## src/rtl/ps2_rx_pkg.sv

```systemverilog
// ps2_rx_pkg -- shared PS/2 definitions.
// Holds the receiver FSM state type, frame geometry, the scancode prefix
// constants (break F0, extended E0) and an odd-parity helper. Intended to be
// shared by this receiver and later keymap / host-transmit blocks.
// No ports (package).
package ps2_rx_pkg;

  typedef enum logic [1:0] {
    ST_IDLE   = 2'd0,
    ST_DATA   = 2'd1,
    ST_PARITY = 2'd2,
    ST_STOP   = 2'd3
  } state_e;

  // start + 8 data + parity + stop
  localparam int PS2_FRAME_BITS = 11;
  localparam int PS2_DATA_BITS  = PS2_FRAME_BITS - 3;

  localparam logic [7:0] PS2_BREAK = 8'hF0;
  localparam logic [7:0] PS2_EXT   = 8'hE0;

  // PS/2 uses odd parity: data bits plus parity bit contain an odd number of 1s.
  function automatic logic odd_parity_ok(input logic [7:0] b, input logic p);
    return ^{b, p};
  endfunction

endpackage

```

## src/rtl/ps2_rx_line_filter.sv

```systemverilog
// ps2_rx_line_filter -- synchroniser, glitch filter and falling-edge detector
// for one asynchronous PS/2 line.
// Ports:
//   clk      in  system clock
//   rst      in  asynchronous active-high reset (filtered level resets high)
//   line_in  in  raw line, asynchronous to clk
//   fall     out one-cycle registered pulse on each falling edge of the
//                filtered level
// The filtered level only changes after FILTER_LEN consecutive synchronised
// samples disagree with it, so pulses shorter than FILTER_LEN cycles vanish.
module ps2_rx_line_filter #(
  parameter int SYNC_STAGES = 2,
  parameter int FILTER_LEN  = 4
) (
  input  logic clk,
  input  logic rst,
  input  logic line_in,
  output logic fall
);

  localparam int CNT_W = $clog2(FILTER_LEN) + 1;

  logic [SYNC_STAGES-1:0] sync_q, sync_d;
  logic [CNT_W-1:0]       cnt_q, cnt_d;
  logic                   filt_q, filt_d;
  logic                   fall_q, fall_d;
  logic                   synced;

  assign synced = sync_q[SYNC_STAGES-1];
  assign fall   = fall_q;

  always_comb begin
    sync_d = {sync_q[SYNC_STAGES-2:0], line_in};
    filt_d = filt_q;
    cnt_d  = '0;
    // Count the run of samples that disagree with the current level; any
    // agreeing sample restarts the run.
    if (synced != filt_q) begin
      if (cnt_q == CNT_W'(FILTER_LEN - 1)) begin
        filt_d = synced;
      end else begin
        cnt_d = cnt_q + 1'b1;
      end
    end
    fall_d = filt_q & ~filt_d;
  end

  always_ff @(posedge clk or posedge rst) begin
    if (rst) begin
      sync_q <= '1;
      cnt_q  <= '0;
      filt_q <= 1'b1;
      fall_q <= 1'b0;
    end else begin
      sync_q <= sync_d;
      cnt_q  <= cnt_d;
      filt_q <= filt_d;
      fall_q <= fall_d;
    end
  end

endmodule

```

## src/rtl/ps2_rx.sv

```systemverilog
// ps2_rx -- device-to-host PS/2 receiver (receive only, never drives lines).
// Deserialises 11-bit frames (start, 8 data LSB first, odd parity, stop)
// into bytes with one-cycle strobes.
// Ports:
//   MCLK        in   system clock
//   RST         in   asynchronous active-high reset
//   PS2_CLK     in   raw PS/2 clock (async)
//   PS2_DATA    in   raw PS/2 data (async)
//   DATA        out  last good byte, held until the next VALID
//   VALID       out  one-cycle strobe, DATA updated
//   PARITY_ERR  out  one-cycle strobe, bad parity, frame dropped
//   FRAME_ERR   out  one-cycle strobe, stop bit 0 or mid-frame timeout
//   BUSY        out  FSM not idle
//   RELEASE     out  with VALID: byte was preceded by F0 (break filter build)
//   EXTENDED    out  with VALID: byte was preceded by E0 (break filter build)
// Build option: define PS2_RX_BREAK_FILTER_EN to swallow F0/E0 prefix bytes
// and report them as RELEASE/EXTENDED qualifiers on the following byte.
// Without it every good byte strobes VALID and the qualifiers are tied 0.
module ps2_rx
  import ps2_rx_pkg::*;
#(
  parameter int SYNC_STAGES = 2,
  parameter int FILTER_LEN  = 4,
  parameter int TIMEOUT_CYC = 50000
) (
  input  logic       MCLK,
  input  logic       RST,
  input  logic       PS2_CLK,
  input  logic       PS2_DATA,
  output logic [7:0] DATA,
  output logic       VALID,
  output logic       PARITY_ERR,
  output logic       FRAME_ERR,
  output logic       BUSY,
  output logic       RELEASE,
  output logic       EXTENDED
);

  // Data is synchronised and then delayed by the filter's depth so that the
  // bit sampled on FALL is the one present at the raw clock edge.
  localparam int DLY  = SYNC_STAGES + FILTER_LEN;
  localparam int TO_W = $clog2(TIMEOUT_CYC + 1);

  logic fall;

  ps2_rx_line_filter #(
    .SYNC_STAGES(SYNC_STAGES),
    .FILTER_LEN (FILTER_LEN)
  ) u_clk_filter (
    .clk    (MCLK),
    .rst    (RST),
    .line_in(PS2_CLK),
    .fall   (fall)
  );

  logic [DLY-1:0] dpipe_q, dpipe_d;
  logic           data_bit;
  state_e         state_q, state_d;
  logic [2:0]     bit_cnt_q, bit_cnt_d;
  logic [7:0]     shift_q, shift_d;
  logic           parity_q, parity_d;
  logic [TO_W-1:0] to_q, to_d;
  logic [7:0]     data_q, data_d;
  logic           valid_q, valid_d;
  logic           perr_q, perr_d;
  logic           ferr_q, ferr_d;
  logic           busy_q, busy_d;
  logic           good_byte;

  assign data_bit = dpipe_q[DLY-1];

`ifdef PS2_RX_BREAK_FILTER_EN
  logic rel_q, rel_d;
  logic ext_q, ext_d;
  logic pend_rel_q, pend_rel_d;
  logic pend_ext_q, pend_ext_d;
`endif

  always_comb begin
    dpipe_d   = {dpipe_q[DLY-2:0], PS2_DATA};
    state_d   = state_q;
    bit_cnt_d = bit_cnt_q;
    shift_d   = shift_q;
    parity_d  = parity_q;
    data_d    = data_q;
    valid_d   = 1'b0;
    perr_d    = 1'b0;
    ferr_d    = 1'b0;
    good_byte = 1'b0;

    if (state_q == ST_IDLE || fall) begin
      to_d = '0;
    end else begin
      to_d = to_q + 1'b1;
    end

    if (fall) begin
      unique case (state_q)
        ST_IDLE: begin
          // A high "start bit" is just line noise; stay put silently.
          if (!data_bit) begin
            state_d   = ST_DATA;
            bit_cnt_d = '0;
          end
        end
        ST_DATA: begin
          shift_d   = {data_bit, shift_q[7:1]};
          bit_cnt_d = bit_cnt_q + 3'd1;
          if (bit_cnt_q == 3'(PS2_DATA_BITS - 1)) begin
            state_d = ST_PARITY;
          end
        end
        ST_PARITY: begin
          parity_d = data_bit;
          state_d  = ST_STOP;
        end
        ST_STOP: begin
          // Bad stop bit outranks bad parity.
          if (!data_bit) begin
            ferr_d = 1'b1;
          end else if (odd_parity_ok(shift_q, parity_q)) begin
            good_byte = 1'b1;
          end else begin
            perr_d = 1'b1;
          end
          state_d = ST_IDLE;
        end
        default: state_d = ST_IDLE;
      endcase
    end else if (state_q != ST_IDLE && to_q == TO_W'(TIMEOUT_CYC - 1)) begin
      // Keyboard stopped clocking mid-frame: drop the partial byte.
      ferr_d  = 1'b1;
      state_d = ST_IDLE;
      to_d    = '0;
    end

`ifdef PS2_RX_BREAK_FILTER_EN
    rel_d      = 1'b0;
    ext_d      = 1'b0;
    pend_rel_d = pend_rel_q;
    pend_ext_d = pend_ext_q;
    if (good_byte) begin
      if (shift_q == PS2_BREAK) begin
        pend_rel_d = 1'b1;
      end else if (shift_q == PS2_EXT) begin
        pend_ext_d = 1'b1;
      end else begin
        valid_d    = 1'b1;
        data_d     = shift_q;
        rel_d      = pend_rel_q;
        ext_d      = pend_ext_q;
        pend_rel_d = 1'b0;
        pend_ext_d = 1'b0;
      end
    end
    // A corrupted frame may have been the byte the prefixes belonged to.
    if (perr_d || ferr_d) begin
      pend_rel_d = 1'b0;
      pend_ext_d = 1'b0;
    end
`else
    if (good_byte) begin
      valid_d = 1'b1;
      data_d  = shift_q;
    end
`endif

    busy_d = (state_d != ST_IDLE);
  end

  always_ff @(posedge MCLK or posedge RST) begin
    if (RST) begin
      dpipe_q    <= '1;
      state_q    <= ST_IDLE;
      bit_cnt_q  <= '0;
      shift_q    <= '0;
      parity_q   <= 1'b0;
      to_q       <= '0;
      data_q     <= 8'h00;
      valid_q    <= 1'b0;
      perr_q     <= 1'b0;
      ferr_q     <= 1'b0;
      busy_q     <= 1'b0;
`ifdef PS2_RX_BREAK_FILTER_EN
      rel_q      <= 1'b0;
      ext_q      <= 1'b0;
      pend_rel_q <= 1'b0;
      pend_ext_q <= 1'b0;
`endif
    end else begin
      dpipe_q    <= dpipe_d;
      state_q    <= state_d;
      bit_cnt_q  <= bit_cnt_d;
      shift_q    <= shift_d;
      parity_q   <= parity_d;
      to_q       <= to_d;
      data_q     <= data_d;
      valid_q    <= valid_d;
      perr_q     <= perr_d;
      ferr_q     <= ferr_d;
      busy_q     <= busy_d;
`ifdef PS2_RX_BREAK_FILTER_EN
      rel_q      <= rel_d;
      ext_q      <= ext_d;
      pend_rel_q <= pend_rel_d;
      pend_ext_q <= pend_ext_d;
`endif
    end
  end

  assign DATA       = data_q;
  assign VALID      = valid_q;
  assign PARITY_ERR = perr_q;
  assign FRAME_ERR  = ferr_q;
  assign BUSY       = busy_q;
`ifdef PS2_RX_BREAK_FILTER_EN
  assign RELEASE    = rel_q;
  assign EXTENDED   = ext_q;
`else
  assign RELEASE    = 1'b0;
  assign EXTENDED   = 1'b0;
`endif

endmodule

```

## config.mk

```make
export PLATFORM = sky130hd
export DESIGN_NAME = ps2_rx
export DESIGN_NICKNAME = d
export VERILOG_FILES = /design/src/rtl/ps2_rx_pkg.sv /design/src/rtl/ps2_rx_line_filter.sv /design/src/rtl/ps2_rx.sv
export SDC_FILE = /design/constraint.sdc
export NUM_CORES = 1
export LEC_CHECK = 0
export BUFFER_PORTS_ARGS = -buffer_cell sky130_fd_sc_hd__buf_2
export CAP_MARGIN = 20
export CORE_MARGIN = 8
export CORE_UTILIZATION = 45
export CTS_CLUSTER_SIZE = 8
export DETAILED_ROUTE_END_ITERATION = 10
export GPL_ROUTABILITY_DRIVEN = 0
export GPL_TIMING_DRIVEN = 1
export PLACE_DENSITY = 0.59
export SLEW_MARGIN = 20
export SYNTH_ARGS = -nofsm -noshare
export SYNTH_HDL_FRONTEND = slang
export SYNTH_SLANG_ARGS = --single-unit
```

## constraint.sdc

```tcl
create_clock -name MCLK -period 2.28 [get_ports MCLK]
set_clock_uncertainty 0.05 [all_clocks]
set_input_delay 0.114 -clock MCLK [delete_from_list [all_inputs] [get_ports MCLK]]
set_output_delay 0.114 -clock MCLK [all_outputs]
set_load 0.01 [all_outputs]
```

==> qor.txt <==
Pwr Total: 1.909 mW
Worst skew pair latency: 0.30 ns
DR vias/cell: 4.883
DIE AREA: 0.007770 mm2
Cells after synthesis: 197
Mapped Area: 0.002342 mm2
Routed WL: 3851 um
Final hold violations: 0
Worst r2r src: shift_q[6]
Asr flop ratio synth: 100.0%
Worst slew pin tran: 0.6241 ns
Setup violators final: 0
DRC viols: 0
Buf/Inv on CP: 0
Slowest-stage cell, CP: dfrtp_1
Syn_area_per_cell: 11.89 um2
Post-layout util: 52.00%
GR Overflow Total: 0
Number of library cell types mapped by synthesis: 32
Setup TNS: 0 ns
DRT iter0 DRCs: 70
Sequential area share after synthesis: 59.24%
CP top delay family: multiplexers
Pleak: 1.200 nW
Crit path top cell by count: xnor2_1
Final antenna diode count: 0
Die X: 88.15 um
Total core area: 0.005075 mm2
Initial antenna violation count: 0
Max-slew violations: 0
Post-CTS setup buffer count: 0
Crit Path Max Fanout: 8
Number of enable flip-flop cells after synthesis: 0
Synth Register Bits: 55
Critical Path End Type: flop
Detailed placement HPWL: 2833 um
Initial Utilization: 46.15%
Min cycle time layout: 2.098 ns
Min-Delay Path Class: in2async
Critical path's largest stage delay: 0.44 ns
IO buf count: 15
Ys flop type: dfrtp_1
Power Dens Cells: 723.5 mW/mm2
TritonCTS clock tree: built
Clock transition at path regs: 0.09 ns
Status: complete, no violations
Worst-case clock buffer depth: 2
Critical Path Source Type: flop
Routed len/inst: 13.23 um
Max Fclk: 476.7 MHz
Worst-path cell chain: xnor2_1 -> xnor2_1 -> xnor2_2 -> mux2i_4 -> mux2_2
VDD IR max: 0.3486 mV
Critical Path Source: shift_q[6]
Largest net degree at the start of global routing: 22
CTS sink count: 55
First-pass GRT wire length: 6713 um
RSZ-0062 raised after global routing: no
Detail Route Antenna Nets: 0
Core Rows: 26
Cts bufs inserted: 5
Fin Hold WS: 0.2762 ns
Ys Warns: 0
WP data required: 2.42 ns
Fin crit share: 92.01%
DIE HEIGHT: 88.15 um
Tot GR Track Use: 11.09%
Critical path class: reg2reg
Area Overhead vs Synth: 12.66%
# IOs: 18
Net count, final: 228
Vias in the first global route: 1,494
Depth of the CTS H-tree: 2
Routed via count: 1,421
First-pass DRT Iterations: 4
Share of cells above drive strength 1: 24.89%
Crit path DAT: 2.24 ns
Max-cap violations: 0
Slew HR: 58.01%
Root cell of the clock tree: clkbuf_8
[stage by stage]
step           instances  area [um2]  setup WS [ns]
3_5_place_dp         280        2497         0.1548
3_3_place_gp         280        2497         0.2173
6_report             291        2639         0.1822
2_1_floorplan        198        2346         0.3774
4_1_cts              291        2631         0.1422
5_1_grt              291        2639        0.03544
[final cells by class]
cell class / instances / area [um2]
inverter: 6 / 22.52
fill: 471 / 2436
clock buffer: 7 / 96.34
multi-input combinational: 130 / 902.1
tap: 70 / 87.58
timing repair buffer: 22 / 135.1
sequential: 55 / 1388
clock inverter: 1 / 7.507
[registers in the layout, summed over array words and instances (netlist names)]
register             flops
VALID                    1
DATA                     8
u_clk_filter.sync_q      2
u_clk_filter.cnt_q       3
shift_q                  8
dpipe_q                  6
to_q                    16
u_clk_filter.fall        1
BUSY                     1
state_q                  2
PARITY_ERR               1
bit_cnt_q                3
parity_q                 1
u_clk_filter.filt_q      1
FRAME_ERR                1
[final timing paths]
| path | end | slack (ns) | cells past startpoint |
|---|---|---|---|
| setup reg to reg | DATA[1] | 0.18 | 5 |
| hold reg to reg | dpipe_q[4] | 0.31 | 0 |
| min in group MCLK | dpipe_q[4] | 0.31 | 0 |
| max in group asynchronous | dpipe_q[5] | 1.25 | 4 |
| setup / recovery | DATA[1] | 0.18 | 5 |
| hold / removal | to_q[14] | 0.28 | 3 |
[report_power, final]
group | switching, mW | leakage (nW) | internal [mW] | total (mW)
registers | 0.0455 | 0.733 | 1.05 | 1.10
logic | 0.150 | 0.416 | 0.0886 | 0.238
clock network | 0.297 | 0.0505 | 0.277 | 0.573
total | 0.492 | 1.20 | 1.42 | 1.91
[cell usage in the layout (no fill, tap or decap), types with 3 or more instances in the layout]
cell / Yosys / final
dfrtp_1: 46 / 46
nor2_1: 24 / 24
xnor2_1: 15 / 15
buf_2: 0 / 15
mux2_2: 14 / 14
nand2_1: 13 / 13
o21ai_0: 12 / 12
nand3_1: 10 / 10
dfstp_2: 9 / 9
xor2_1: 7 / 7
clkbuf_8: 0 / 7
inv_1: 6 / 5
nor2b_1: 4 / 4
ha_1: 4 / 4
buf_4: 2 / 4
nor4_1: 3 / 3
dlygate4sd3_1: 0 / 3
[synthesized netlist by cell type (2+ instances only)]
cell type	count	area, um2
ha_1	4	50.05
a32o_1	2	20.02
mux2_2	14	157.7
nor3_1	2	10.01
and3_1	2	12.51
nand3b_1	2	15.01
or4bb_1	2	22.52
nor3b_1	2	15.01
dfrtp_1	46	1151
nor2_1	24	90.09
o21ai_0	12	60.06
dfstp_2	9	236.5
nand4_1	2	12.51
nand3_1	10	50.05
buf_4	2	15.01
xnor2_1	15	131.4
nor4_1	3	18.77
xor2_1	7	61.31
nand2_1	13	48.80
clkbuf_1	4	15.01
inv_1	6	22.52
nor2b_1	4	25.02
[cell families (layout without fill, tap and decap cells)]
group	Yosys count	count (layout)	synth area share [%]
AO/OA/AOI/OAI	17	17	4.327
buffers and inverters	13	36	2.724
XOR/XNOR	23	23	8.921
flip-flops	55	55	59.24
multiplexers	15	15	7.692
adder cells (fa/ha/maj)	4	4	2.137
other	1	2	0.1601
AND/OR/NAND/NOR	69	69	14.80
[worst min-delay path, stage by stage]
cell and delay [ns]:
dlygate4sd3_1 0.53, buf_2 0.12, inv_2 0.28
[timing repair]
item / CTS / global route
endpoints found under the hold margin: 18 / 0
setup endpoints to repair: 0 / 9
gates resized for setup: 0 / 1
hold buffers: 3 / 0
[per-layer routing]
layer | vias up | part of all wire, % | track usage [%]
li1 | 698 | - | -
met1 | 699 | 44 | 13.01
met2 | 22 | 50 | 18.54
met3 | 2 | 5.0 | 3.752
met4 | 0 | 0.55 | 3.687
met5 | - | 0 | 0
Note: power is estimated with default switching activity, not from simulation.
